==> src/rtl/instr_fetch_if.sv <==
// Fetch-unit bus: ROM request/response channel plus the decode-side instruction
// stream and the branch/stall/halt controls from later pipeline stages.
interface instr_fetch_if;
    logic        rom_req;
    logic [11:0] rom_addr;
    logic        rom_ack;
    logic [14:0] rom_data;
    logic        branch_valid;
    logic [11:0] branch_target;
    logic        stall;
    logic        halt;
    logic [14:0] instr;
    logic [11:0] pc;
    logic        instr_valid;
    logic        flush;

    modport master (
        output rom_req, rom_addr, instr, pc, instr_valid, flush,
        input  rom_ack, rom_data, branch_valid, branch_target, stall, halt
    );

    modport slave (
        input  rom_req, rom_addr, instr, pc, instr_valid, flush,
        output rom_ack, rom_data, branch_valid, branch_target, stall, halt
    );
endinterface

==> src/rtl/instr_fetch.sv <==
// Instruction fetch unit: one outstanding ROM request, two-entry prefetch buffer,
// branch redirect with stale-response drain, and a sticky halt.
module instr_fetch #(
    parameter logic [11:0] RESET_PC  = 12'o4000,
    parameter int unsigned BUF_DEPTH = 2
) (
    input  logic          clock,
    input  logic          rst,
    instr_fetch_if.master bus
);

    localparam logic [1:0] S_FETCH  = 2'd0;
    localparam logic [1:0] S_DRAIN  = 2'd1;
    localparam logic [1:0] S_HALTED = 2'd2;

    logic [1:0]  r_state;
    logic [14:0] r_buf_data [2];
    logic [11:0] r_buf_pc   [2];
    logic        r_head;
    logic [1:0]  r_count;
    logic        r_outstanding;
    logic [11:0] r_req_addr;
    logic [11:0] r_fetch_pc;

    logic        w_new_req;
    logic        w_req;
    logic [11:0] w_addr;
    logic        w_ack;
    logic        w_branch;
    logic        w_valid;
    logic        w_pop;
    logic        w_push;
    logic        w_tail;

    always_comb begin
        w_new_req = (r_state == S_FETCH) && !r_outstanding
                    && ({30'd0, r_count} < BUF_DEPTH);
        // A request stays asserted on its latched address until acked, even across a redirect.
        w_req     = !rst && (r_outstanding || w_new_req);
        w_addr    = r_outstanding ? r_req_addr : r_fetch_pc;
        w_ack     = w_req && bus.rom_ack;
        w_branch  = bus.branch_valid && !bus.halt && (r_state != S_HALTED);
        w_valid   = !rst && (r_count != 2'd0) && (r_state != S_HALTED);
        w_pop     = w_valid && !bus.stall;
        w_push    = w_ack && (r_state == S_FETCH) && !w_branch && !bus.halt;
        w_tail    = r_head ^ r_count[0];
    end

    assign bus.rom_req     = w_req;
    assign bus.rom_addr    = w_addr;
    assign bus.instr_valid = w_valid;
    assign bus.instr       = w_valid ? r_buf_data[r_head] : '0;
    assign bus.pc          = w_valid ? r_buf_pc[r_head] : '0;
    assign bus.flush       = !rst && w_branch;

    always_ff @(posedge clock) begin
        if (w_push) begin
            r_buf_data[w_tail] <= bus.rom_data;
            r_buf_pc[w_tail]   <= w_addr;
        end
    end

    always_ff @(posedge clock) begin
        if (rst) begin
            r_state       <= S_FETCH;
            r_head        <= 1'b0;
            r_count       <= 2'd0;
            r_outstanding <= 1'b0;
            r_req_addr    <= RESET_PC;
            r_fetch_pc    <= RESET_PC;
        end else begin
            r_outstanding <= w_req && !w_ack;
            if (w_req) begin
                r_req_addr <= w_addr;
            end

            if (w_branch) begin
                r_head     <= 1'b0;
                r_count    <= 2'd0;
                r_fetch_pc <= bus.branch_target;
            end else begin
                if (w_pop) begin
                    r_head <= ~r_head;
                end
                r_count <= r_count + {1'b0, w_push} - {1'b0, w_pop};
                if (w_push) begin
                    r_fetch_pc <= w_addr + 12'd1;
                end
            end

            // A branch whose ack lands in the same cycle has nothing left to drain.
            case (r_state)
                S_FETCH: begin
                    if (bus.halt) begin
                        r_state <= S_HALTED;
                    end else if (w_branch && w_req && !w_ack) begin
                        r_state <= S_DRAIN;
                    end
                end
                S_DRAIN: begin
                    if (bus.halt) begin
                        r_state <= S_HALTED;
                    end else if (w_ack) begin
                        r_state <= S_FETCH;
                    end
                end
                S_HALTED: r_state <= S_HALTED;
                default:  r_state <= S_FETCH;
            endcase
        end
    end

endmodule

==> src/flat_wrapper.sv <==
// flat-port wrapper written by rule: the top's interface ports become plain ports
module instr_fetch_flat 
#(
    parameter logic [11:0] RESET_PC  = 12'o4000,
    parameter int unsigned BUF_DEPTH = 2
)
  (clock, rst, bus_rom_req, bus_rom_addr, bus_instr, bus_pc, bus_instr_valid, bus_flush, bus_rom_ack, bus_rom_data, bus_branch_valid, bus_branch_target, bus_stall, bus_halt);
  instr_fetch_if bus_i ();
  input  logic clock;
  input  logic rst;
  output wire logic [$bits(bus_i.rom_req)-1:0] bus_rom_req;
  output wire logic [$bits(bus_i.rom_addr)-1:0] bus_rom_addr;
  output wire logic [$bits(bus_i.instr)-1:0] bus_instr;
  output wire logic [$bits(bus_i.pc)-1:0] bus_pc;
  output wire logic [$bits(bus_i.instr_valid)-1:0] bus_instr_valid;
  output wire logic [$bits(bus_i.flush)-1:0] bus_flush;
  input wire logic [$bits(bus_i.rom_ack)-1:0] bus_rom_ack;
  input wire logic [$bits(bus_i.rom_data)-1:0] bus_rom_data;
  input wire logic [$bits(bus_i.branch_valid)-1:0] bus_branch_valid;
  input wire logic [$bits(bus_i.branch_target)-1:0] bus_branch_target;
  input wire logic [$bits(bus_i.stall)-1:0] bus_stall;
  input wire logic [$bits(bus_i.halt)-1:0] bus_halt;
  assign bus_rom_req = bus_i.rom_req;
  assign bus_rom_addr = bus_i.rom_addr;
  assign bus_instr = bus_i.instr;
  assign bus_pc = bus_i.pc;
  assign bus_instr_valid = bus_i.instr_valid;
  assign bus_flush = bus_i.flush;
  assign bus_i.rom_ack = bus_rom_ack;
  assign bus_i.rom_data = bus_rom_data;
  assign bus_i.branch_valid = bus_branch_valid;
  assign bus_i.branch_target = bus_branch_target;
  assign bus_i.stall = bus_stall;
  assign bus_i.halt = bus_halt;
  instr_fetch #(.RESET_PC(RESET_PC), .BUF_DEPTH(BUF_DEPTH)) u_core (.clock(clock), .rst(rst), .bus(bus_i));
endmodule
==> config.mk <==
export PLATFORM = sky130hd
export DESIGN_NAME = instr_fetch_flat
export DESIGN_NICKNAME = d
export VERILOG_FILES = /design/src/rtl/instr_fetch_if.sv /design/src/rtl/instr_fetch.sv /design/src/flat_wrapper.sv
export SDC_FILE = /design/constraint.sdc
export NUM_CORES = 1
export LEC_CHECK = 0
export CORE_UTILIZATION = 45
export DETAILED_ROUTE_END_ITERATION = 8
export GPL_TIMING_DRIVEN = 0
export PLACE_DENSITY = 0.84
export SLEW_MARGIN = 20
export SYNTH_ARGS = -nofsm -noshare
export SYNTH_HDL_FRONTEND = slang
export SYNTH_SLANG_ARGS = --single-unit
==> constraint.sdc <==
create_clock -name clock -period 2.7 [get_ports clock]
set_clock_uncertainty 0.1 [all_clocks]
set_input_delay 0.27 -clock clock [delete_from_list [all_inputs] [get_ports clock]]
set_output_delay 0.27 -clock clock [all_outputs]
set_load 0.1 [all_outputs]
==> results of run 1 <==
cells by family after synthesis:
family                     after synthesis  share of synthesized area
AOI/OAI and AO/OA                       32                     0.0681
and+or+nand+nor                        126                      0.152
DFF                                     85                      0.592
adders and majority gates                3                    0.00991
xor gates and xnor gates                14                     0.0324
muxes                                   39                      0.105
buffers and inverters                   29                     0.0400
path summary, 6_finish.rpt:
check                       start                  endpoint  slack (ps)  depth (start not counted)
max             u_core.r_state[0]           bus_instr_valid         150                          5
min reg2reg  u_core.r_req_addr[1]      u_core.r_req_addr[1]         400                          2
min              bus_rom_data[14]  u_core.r_buf_data[0][14]         390                          1
max reg2reg  u_core.r_outstanding     u_core.r_fetch_pc[10]         210                         10
layout by cell type (no fill, tap or decap), types with 4 or more instances in the layout:
| cell | instances |
|---|---|
| xor2_1 | 7 |
| clkbuf_1 | 6 |
| nor2_1 | 64 |
| a211oi_1 | 7 |
| clkdlybuf4s50_1 | 32 |
| nor3_1 | 11 |
| nand3b_1 | 4 |
| clkbuf_2 | 13 |
| mux2i_1 | 31 |
| xnor2_1 | 7 |
| nand3_1 | 5 |
| nand2_1 | 21 |
| inv_1 | 9 |
| a21oi_1 | 4 |
| nand2b_1 | 5 |
| dlygate4sd2_1 | 7 |
| buf_2 | 21 |
| dfxtp_1 | 31 |
| clkbuf_8 | 9 |
| edfxtp_1 | 54 |
| mux2_2 | 7 |
worst max-delay path, cell delays in order (launching register included):
cell             delay, ps
dfxtp_1                440
nor2b_1                100
or3_4                  420
buf_1                  240
inv_1                   90
clkdlybuf4s18_2        530
area by class of cell:
class / instances / area (um^2) / share of cell area
flip-flops and latches: 85 / 2240 / 0.468
well taps: 105 / 131 / 0.0274
plain buffers: 17 / 105 / 0.0219
inverters: 11 / 50.0 / 0.0104
multi-input cells: 214 / 1440 / 0.301
clock inverters: 7 / 110 / 0.0230
clock buffers: 9 / 124 / 0.0259
repair buffers: 74 / 583 / 0.122
sequential cells by signal (all words and copies together), names as in the netlist, named ones only:
register and cells:
u_core.r_outstanding 1, u_core.r_buf_pc 24, u_core.r_head 1, u_core.r_state 2, u_core.r_fetch_pc 12, u_core.r_count 2, u_core.r_buf_data 30, u_core.r_req_addr 12
through the flow:
step	hold slack, ps	instance area, um^2	worst slack [ps]
6_report	391	4790	153
3_5_place_dp	388	4700	-740
3_3_place_gp	356	4690	-793
2_1_floorplan	247	3820	-161
4_1_cts	383	4830	2.07
5_1_grt	382	4790	33.4
power groups by stage:
stage | sequential (mW) | combinational [mW] | clock [mW]
2_1_floorplan | 1.48 | 0.341 | 0
3_3_place_gp | 1.48 | 0.473 | 0
3_5_place_dp | 1.48 | 0.483 | 0
4_1_cts | 1.45 | 0.471 | 1.03
5_1_grt | 1.46 | 0.499 | 1.09
6_report | 1.45 | 0.468 | 1.02
routing by layer:
metal | wire (um) | part of all wire | vias to the layer above
met3 | 560 | 0.070 | 11
met1 | 3410 | 0.43 | 1252
met2 | 3880 | 0.49 | 98
met5 | 0 | 0 | -
li1 | - | - | 1328
met4 | 139 | 0.017 | 0
timing repair:
| action | in CTS | in global routing |
|---|---|---|
| pin swaps | 0 | 0 |
| endpoints found under the hold margin | 0 | 0 |
| setup endpoints to repair | 41 | 21 |
| buffers inserted | 0 | 0 |
| gates resized for setup | 131 | 28 |
==> flow_summary.json, run 1 <==
{
  "num_vias": 2689,
  "grt-ovfl-total": 0,
  "wl_per_cell_um": 15.3,
  "power_mw": 2.95,
  "clkTransAtPathRegs_ps": 90,
  "final_util": 0.586,
  "crit_path_start_kind": "flop",
  "status": "finished, final reports clean",
  "cts_hold_buf": 0,
  "synth-main-ff-cell": "edfxtp_1",
  "grt_usage": 0.197,
  "gp_congestion": 0.852,
  "async_flop_share": 0,
  "final_nets": 448,
  "finalSetupViolCount": 0,
  "drc": 0,
  "clock-sinks": 85,
  "end_kind": "output pin",
  "grt_max_degree": 28,
  "cts_tree": "yes",
  "maxCapViolCount": 0,
  "maxClockFrequency_mhz": 393,
  "rows": 33,
  "use_met1": 0.244,
  "synth.avg_cell_area_um2": 11.5,
  "grtUsageMet2": 0.338,
  "diodes": 0,
  "rsz0062_at_grt": "false",
  "p_clk_frac": 0.348,
  "hpwl_um": 5610,
  "vdd_drop_max_v": 0.000316,
  "final_cells": 522,
  "cts_htree_levels": 3,
  "yosys.cell_count.top_type": "nor2_1",
  "vias_per_cell": 5.15,
  "p_leak_nw": 1.78,
  "fillers": 679,
  "antenna_found_initial": 0,
  "syn_inst": 328,
  "area_growth_pct": 26.5,
  "netlist_area_um2": 3790,
  "clock_latency_ps": 350,
  "cts_root_buf": "clkbuf_8",
  "grt_first_pass_wirelength_um": 13000,
  "synth_top_area_share": 0.428,
  "synth_cell_types": 45,
  "start_util": 0.463,
  "p_seq_frac": 0.493,
  "port_buffers": 74,
  "io_pins": 75,
  "worst-endpoint-required_ps": 2330,
  "fin_crit_sh": 0.943,
  "internal_power_mw": 2.10,
  "yosysWarnings": 0,
  "path_class": "reg -> out",
  "met3_usage": 0.0340,
  "drive_above_1_share": 0.201,
  "dpl.cell_count": 507,
  "dieWidth_um": 93.7,
  "busiest_layer": "met2",
  "finalCriticalPeriod_ps": 2550,
  "routed_wl_um": 7990,
  "switchingPower_mw": 0.843,
  "grt_pass1_vias": 2660,
  "cts_buffer_depth": 2,
  "ant_nets": 0,
  "p_sw_frac": 0.286,
  "fin_setup_tns_ps": 0,
  "dieArea_um2": 8790,
  "slew_violations": 0,
  "worst_pin_slew_ps": 1000,
  "power_frac_comb": 0.159,
  "synth-edff-count": 54,
  "relSlewSlack": 0.333,
  "arrival_ps": 2180,
  "yosys_register_bits": 85,
  "powerDensity_nw_per_um2": 615,
  "first_pass_iters": 4,
  "synth_top_area_cell": "edfxtp_1",
  "syn-num-nets": 364,
  "cts_buffers": 9,
  "worstPathMaxFanout": 11,
  "core_area_um2": 8180,
  "synth_common_cells": "nor2_1 (65), edfxtp_1 (54), mux2i_1 (32)",
  "worstHoldPathType": "in -> reg",
  "ys_top_cells_by_area": "edfxtp_1 (43%), dfxtp_1 (16%), mux2i_1 (8.5%)",
  "final-hold-violation-count": 0,
  "die_y_um": 93.7,
  "drt_iter0_drc": 117,
  "ys_seq_area_frac": 0.592
}
(Power assumes the default switching activity.)
==> run 2, diff against run 1 <==
MAX_ROUTING_LAYER = met4   (was default)
==> flow_summary.json, run 2 (synthesized netlist as in run 1, its figures left out) <==
{
  "ant_nets": 0,
  "num_vias": 2687,
  "cts_root_buf": "clkbuf_8",
  "holdPathStages": 2,
  "largest_reg_flops": 30,
  "cts_buffers": 9,
  "cts_buffer_depth": 2,
  "fillers": 700,
  "final_util": 0.595,
  "clock-sinks": 85,
  "slew_violations": 0,
  "routed_wl_um": 8000,
  "final_cells": 523,
  "finalSetupViolCount": 0,
  "grt_pass1_vias": 2607,
  "grt-ovfl-total": 0,
  "die_y_um": 93.7,
  "antenna_found_initial": 0,
  "cts_htree_levels": 3,
  "arrival_ps": 2180,
  "layout_common_cells": "nor2_1 (64), edfxtp_1 (54), clkdlybuf4s50_1 (32), mux2i_1 (31), dfxtp_1 (31)",
  "final_nets": 449,
  "core_area_um2": 8180,
  "fin_crit_sh": 0.944,
  "wl_per_cell_um": 15.3,
  "clock_latency_ps": 360,
  "largestRegisters": "u_core.r_buf_data x30, u_core.r_buf_pc x24",
  "path_class": "reg -> out",
  "maxClockFrequency_mhz": 393,
  "crit_path_start_kind": "flop",
  "relSlewSlack": 0.350,
  "drc": 0,
  "cts_tree": "yes",
  "power_mw": 2.85,
  "io_pins": 75,
  "worstPathMaxFanout": 10,
  "worst_pin_slew_ps": 979,
  "end_kind": "output pin",
  "final_common_cell": "nor2_1",
  "vdd_drop_max_v": 0.000274,
  "dpl.cell_count": 507,
  "grt_first_pass_wirelength_um": 12800,
  "powerDensity_nw_per_um2": 586,
  "preCtsSetupSlack_ps": -792,
  "worstHoldPathType": "reg -> reg",
  "final-hold-violation-count": 0,
  "crit_chain": "nor2b_1, or3_1, clkbuf_2, nor2_1, clkdlybuf4s15_2",
  "gp_congestion": 0.857,
  "max_stage_delay_ps": 560,
  "p_leak_nw": 1.76,
  "rsz0062_at_grt": "false",
  "grt_usage": 0.200,
  "grt_max_degree": 28,
  "drive_above_1_share": 0.203,
  "hpwl_um": 5620,
  "diodes": 0,
  "finalCriticalPeriod_ps": 2550,
  "port_buffers": 74,
  "clkTransAtPathRegs_ps": 90,
  "top_register": "u_core.r_buf_data",
  "maxCapViolCount": 0,
  "final.setup.worst_slack_ps": 152,
  "drt_iter0_drc": 148,
  "dieArea_um2": 8790,
  "dieWidth_um": 93.7,
  "status": "finished, final reports clean",
  "area_growth_pct": 28.4,
  "slowest_stage": "clkdlybuf4s15_2",
  "start_util": 0.463,
  "worst-endpoint-required_ps": 2330,
  "rows": 33,
  "first_pass_iters": 4,
  "worst_r2r_path_depth": 9,
  "vias_per_cell": 5.14
}
run 2: repair_timing:
action                     in CTS  in global routing
gates cloned                    0                  0
resized for setup             166                 21
setup endpoints to repair      41                 13
hold buffers                    0                  0
hold endpoints to repair        0                  0
setup buffers                   0                  0
run 2: cell type report:
class                   count  area [um^2]  area share
repair buffers             74          689       0.142
plain buffers              18          111      0.0229
flip-flops and latches     85         2240       0.461
clock buffers               9          124      0.0255
multi-input cells         214         1430       0.294
inverters                  11         50.0      0.0103
well taps                 105          131      0.0270
clock inverters             7         82.6      0.0170
run 2: stage by stage:
| step | cell area [um^2] | hold WS, ps | TNS [ps] |
|---|---|---|---|
| 6_report | 4860 | 386 | 0 |
| 5_1_grt | 4860 | 370 | 0 |
| 4_1_cts | 4860 | 367 | -67.7 |
| 3_5_place_dp | 4700 | 374 | -21010 |
| 3_3_place_gp | 4690 | 356 | -39990 |
| 2_1_floorplan | 3820 | 247 | -3100 |
run 2: critical path, delay by kind of cell, from the launching register on:
family / cells / cell delay [ps]
flip-flops: 1 / 370
buffers and inverters: 2 / 780
AND/OR/NAND/NOR: 3 / 670
run 2: final timing paths:
path	endpoint	slack [ps]	from
worst max-delay path	bus_pc[0]	150	u_core.r_state[1]
worst min-delay path	u_core.r_req_addr[1]	390	u_core.r_req_addr[1]
worst max register to register	u_core.r_fetch_pc[10]	220	u_core.r_outstanding
worst min register to register	u_core.r_req_addr[1]	390	u_core.r_req_addr[1]
run 2: report_power, final:
part | switching, mW | internal, mW | total, mW
logic | 0.323 | 0.149 | 0.472
clock network | 0.481 | 0.442 | 0.923
registers | 0.0295 | 1.42 | 1.45
run 2: metal layers:
metal	track usage	wire length [um]
met4	0.0795	115
met2	0.314	3850
met1	0.253	3510
met3	0.0453	525
met5	-	0
==> run 3, diff against run 2 <==
CORE_UTILIZATION = 30   (was 45)
PLACE_DENSITY = 0.61   (was 0.84)
clock period = 2.4 ns   (was 2.7 ns; I/O delays follow)
==> flow_summary.json, run 3 (synthesized netlist as in run 1, its figures left out) <==
{
  "final_nets": 450,
  "cts_hold_buf": 0,
  "core_area_um2": 12200,
  "preCtsSetupSlack_ps": -1040,
  "post_cts_buffers": 0,
  "largestRegisters": "u_core.r_buf_data x30, u_core.r_buf_pc x24",
  "diodes": 0,
  "end_kind": "output pin",
  "finalCriticalPeriod_ps": 2340,
  "finalSetupViolCount": 0,
  "die_y_um": 114,
  "rows": 40,
  "holdPathEnd": "u_core.r_buf_data[0][3]",
  "antenna_found_initial": 0,
  "wl_met3_um": 467,
  "grt_pass1_vias": 2818,
  "path_class": "reg -> out",
  "met2_wirelength_um": 4170,
  "worstPathMaxFanout": 8,
  "drt-met1-wl_um": 4200,
  "p_leak_nw": 1.82,
  "crit_chain": "buf_6, mux2_2, dlygate4sd2_1",
  "grt-ovfl-total": 0,
  "r2r-start": "u_core.r_state[1]",
  "clkTransAtPathRegs_ps": 70,
  "rsz0062_at_grt": "false",
  "powerDensity_nw_per_um2": 685,
  "clock_latency_ps": 330,
  "grt_max_degree": 28,
  "min-delay-start": "bus_rom_data[3]",
  "fin_crit_sh": 0.974,
  "gp_congestion": 0.839,
  "cts_tree": "yes",
  "crit_path_start_kind": "flop",
  "cts_root_buf": "clkbuf_16",
  "worstHoldPathType": "in -> reg",
  "vdd_drop_max_v": 0.000316,
  "num_vias": 2715,
  "hpwl_um": 6270,
  "grt_first_pass_wirelength_um": 14300,
  "layout_common_cells": "nor2_1 (59), edfxtp_1 (54), clkdlybuf4s50_1 (32), mux2i_1 (31), dfxtp_1 (29)",
  "final.setup.worst_slack_ps": 63.2,
  "cts_htree_levels": 3,
  "cts_buffer_depth": 2,
  "port_buffers": 74,
  "routed_wl_um": 8920,
  "drt_iter0_drc": 153,
  "dieWidth_um": 114,
  "drive_above_1_share": 0.251,
  "area_growth_pct": 35.4,
  "arrival_ps": 2000,
  "largest_reg_flops": 30,
  "maxCapViolCount": 0,
  "r2r_end": "u_core.r_buf_data[1][8]",
  "fin_setup_tns_ps": 0,
  "highest_layer": "met4",
  "cts_buffers": 9,
  "drc": 0,
  "wl_per_cell_um": 15.2,
  "ant_nets": 0,
  "clock-sinks": 85,
  "worst-endpoint-required_ps": 2060,
  "status": "finished, final reports clean",
  "slew_violations": 0,
  "maxClockFrequency_mhz": 428,
  "vias_per_cell": 4.63,
  "final-hold-violation-count": 0,
  "start_util": 0.311,
  "final_common_cell": "nor2_1",
  "design_area_um2": 5130,
  "ctsResizeCount": 236,
  "relSlewSlack": 0.368,
  "holdPathStages": 1,
  "io_pins": 75,
  "dieArea_um2": 13100,
  "placed_area_um2": 4820,
  "reg2reg_setup_slack_ps": 150,
  "worst_pin_slew_ps": 952,
  "slowest_stage": "dlygate4sd2_1",
  "top_register": "u_core.r_buf_data",
  "grt_usage": 0.147,
  "first_pass_iters": 4,
  "worst_r2r_path_depth": 7,
  "max_stage_delay_ps": 880
}
-- run 3: cell types whose count changed in the layout (fill, tap and decap cells not counted), moves of 2 or more --
| cell | change |
|---|---|
| buf_6 | +15 |
| buf_4 | -9 |
| clkbuf_16 | +9 |
| clkbuf_8 | -9 |
| dlygate4sd2_1 | -6 |
| nor2_1 | -5 |
| nor2_2 | +5 |
| buf_2 | +3 |
| clkbuf_1 | -3 |
| dfxtp_1 | -2 |
| dfxtp_2 | +2 |
-- run 3: worst max path at each step --
stage                                    start               to  slack [ps]  depth (start not counted)
final                     u_core.r_outstanding  bus_rom_addr[9]          60                          3
after global routing         u_core.r_state[1]     bus_instr[2]           2                          6
after CTS                    u_core.r_state[1]        bus_pc[7]           3                          6
after detailed placement                   rst        bus_pc[7]       -1040                          6
after global placement                     rst        bus_pc[8]       -1070                          6
after floorplan              u_core.r_state[1]     bus_instr[0]        -430                          5
-- run 3: power by group --
group | switching [mW] | leakage (nW) | internal, mW
sequential | 0.0334 | 0.746 | 1.60
clock | 0.606 | 0.136 | 0.718
combinational | 0.371 | 0.936 | 0.179
total | 1.01 | 1.82 | 2.50
-- run 3: final cells by class --
cell class | count | area (um^2)
flip-flops and latches | 85 | 2240
plain buffers | 18 | 134
well taps | 168 | 210
clock buffers | 9 | 225
clock inverters | 7 | 57.6
multi-input cells | 214 | 1450
repair buffers | 75 | 749
fillers | 1182 | 7030
inverters | 11 | 52.6
-- run 3: stage by stage --
stage / instances / util / hold WS (ps) / power, mW
after detailed placement: 571 / 0.396 / 367 / 2.23
after CTS: 587 / 0.421 / 371 / 3.54
after global routing: 587 / 0.422 / 367 / 3.63
final: 587 / 0.422 / 378 / 3.51
after floorplan: 328 / - / 209 / 2.05
after global placement: 570 / 0.394 / 362 / 2.21
-- run 3: per-layer routing --
| layer | track usage | vias to the layer above |
|---|---|---|
| met2 | 0.236 | 83 |
| met4 | 0.0398 | 0 |
| met3 | 0.0381 | 8 |
| li1 | - | 1333 |
| met1 | 0.184 | 1291 |
| met5 | - | - |
-- run 3: critical path, delay by kind of cell, from the launching register on --
family                 cells  cell delay (ps)
flip-flops                 1              320
buffers and inverters      2             1010
multiplexers               1              330
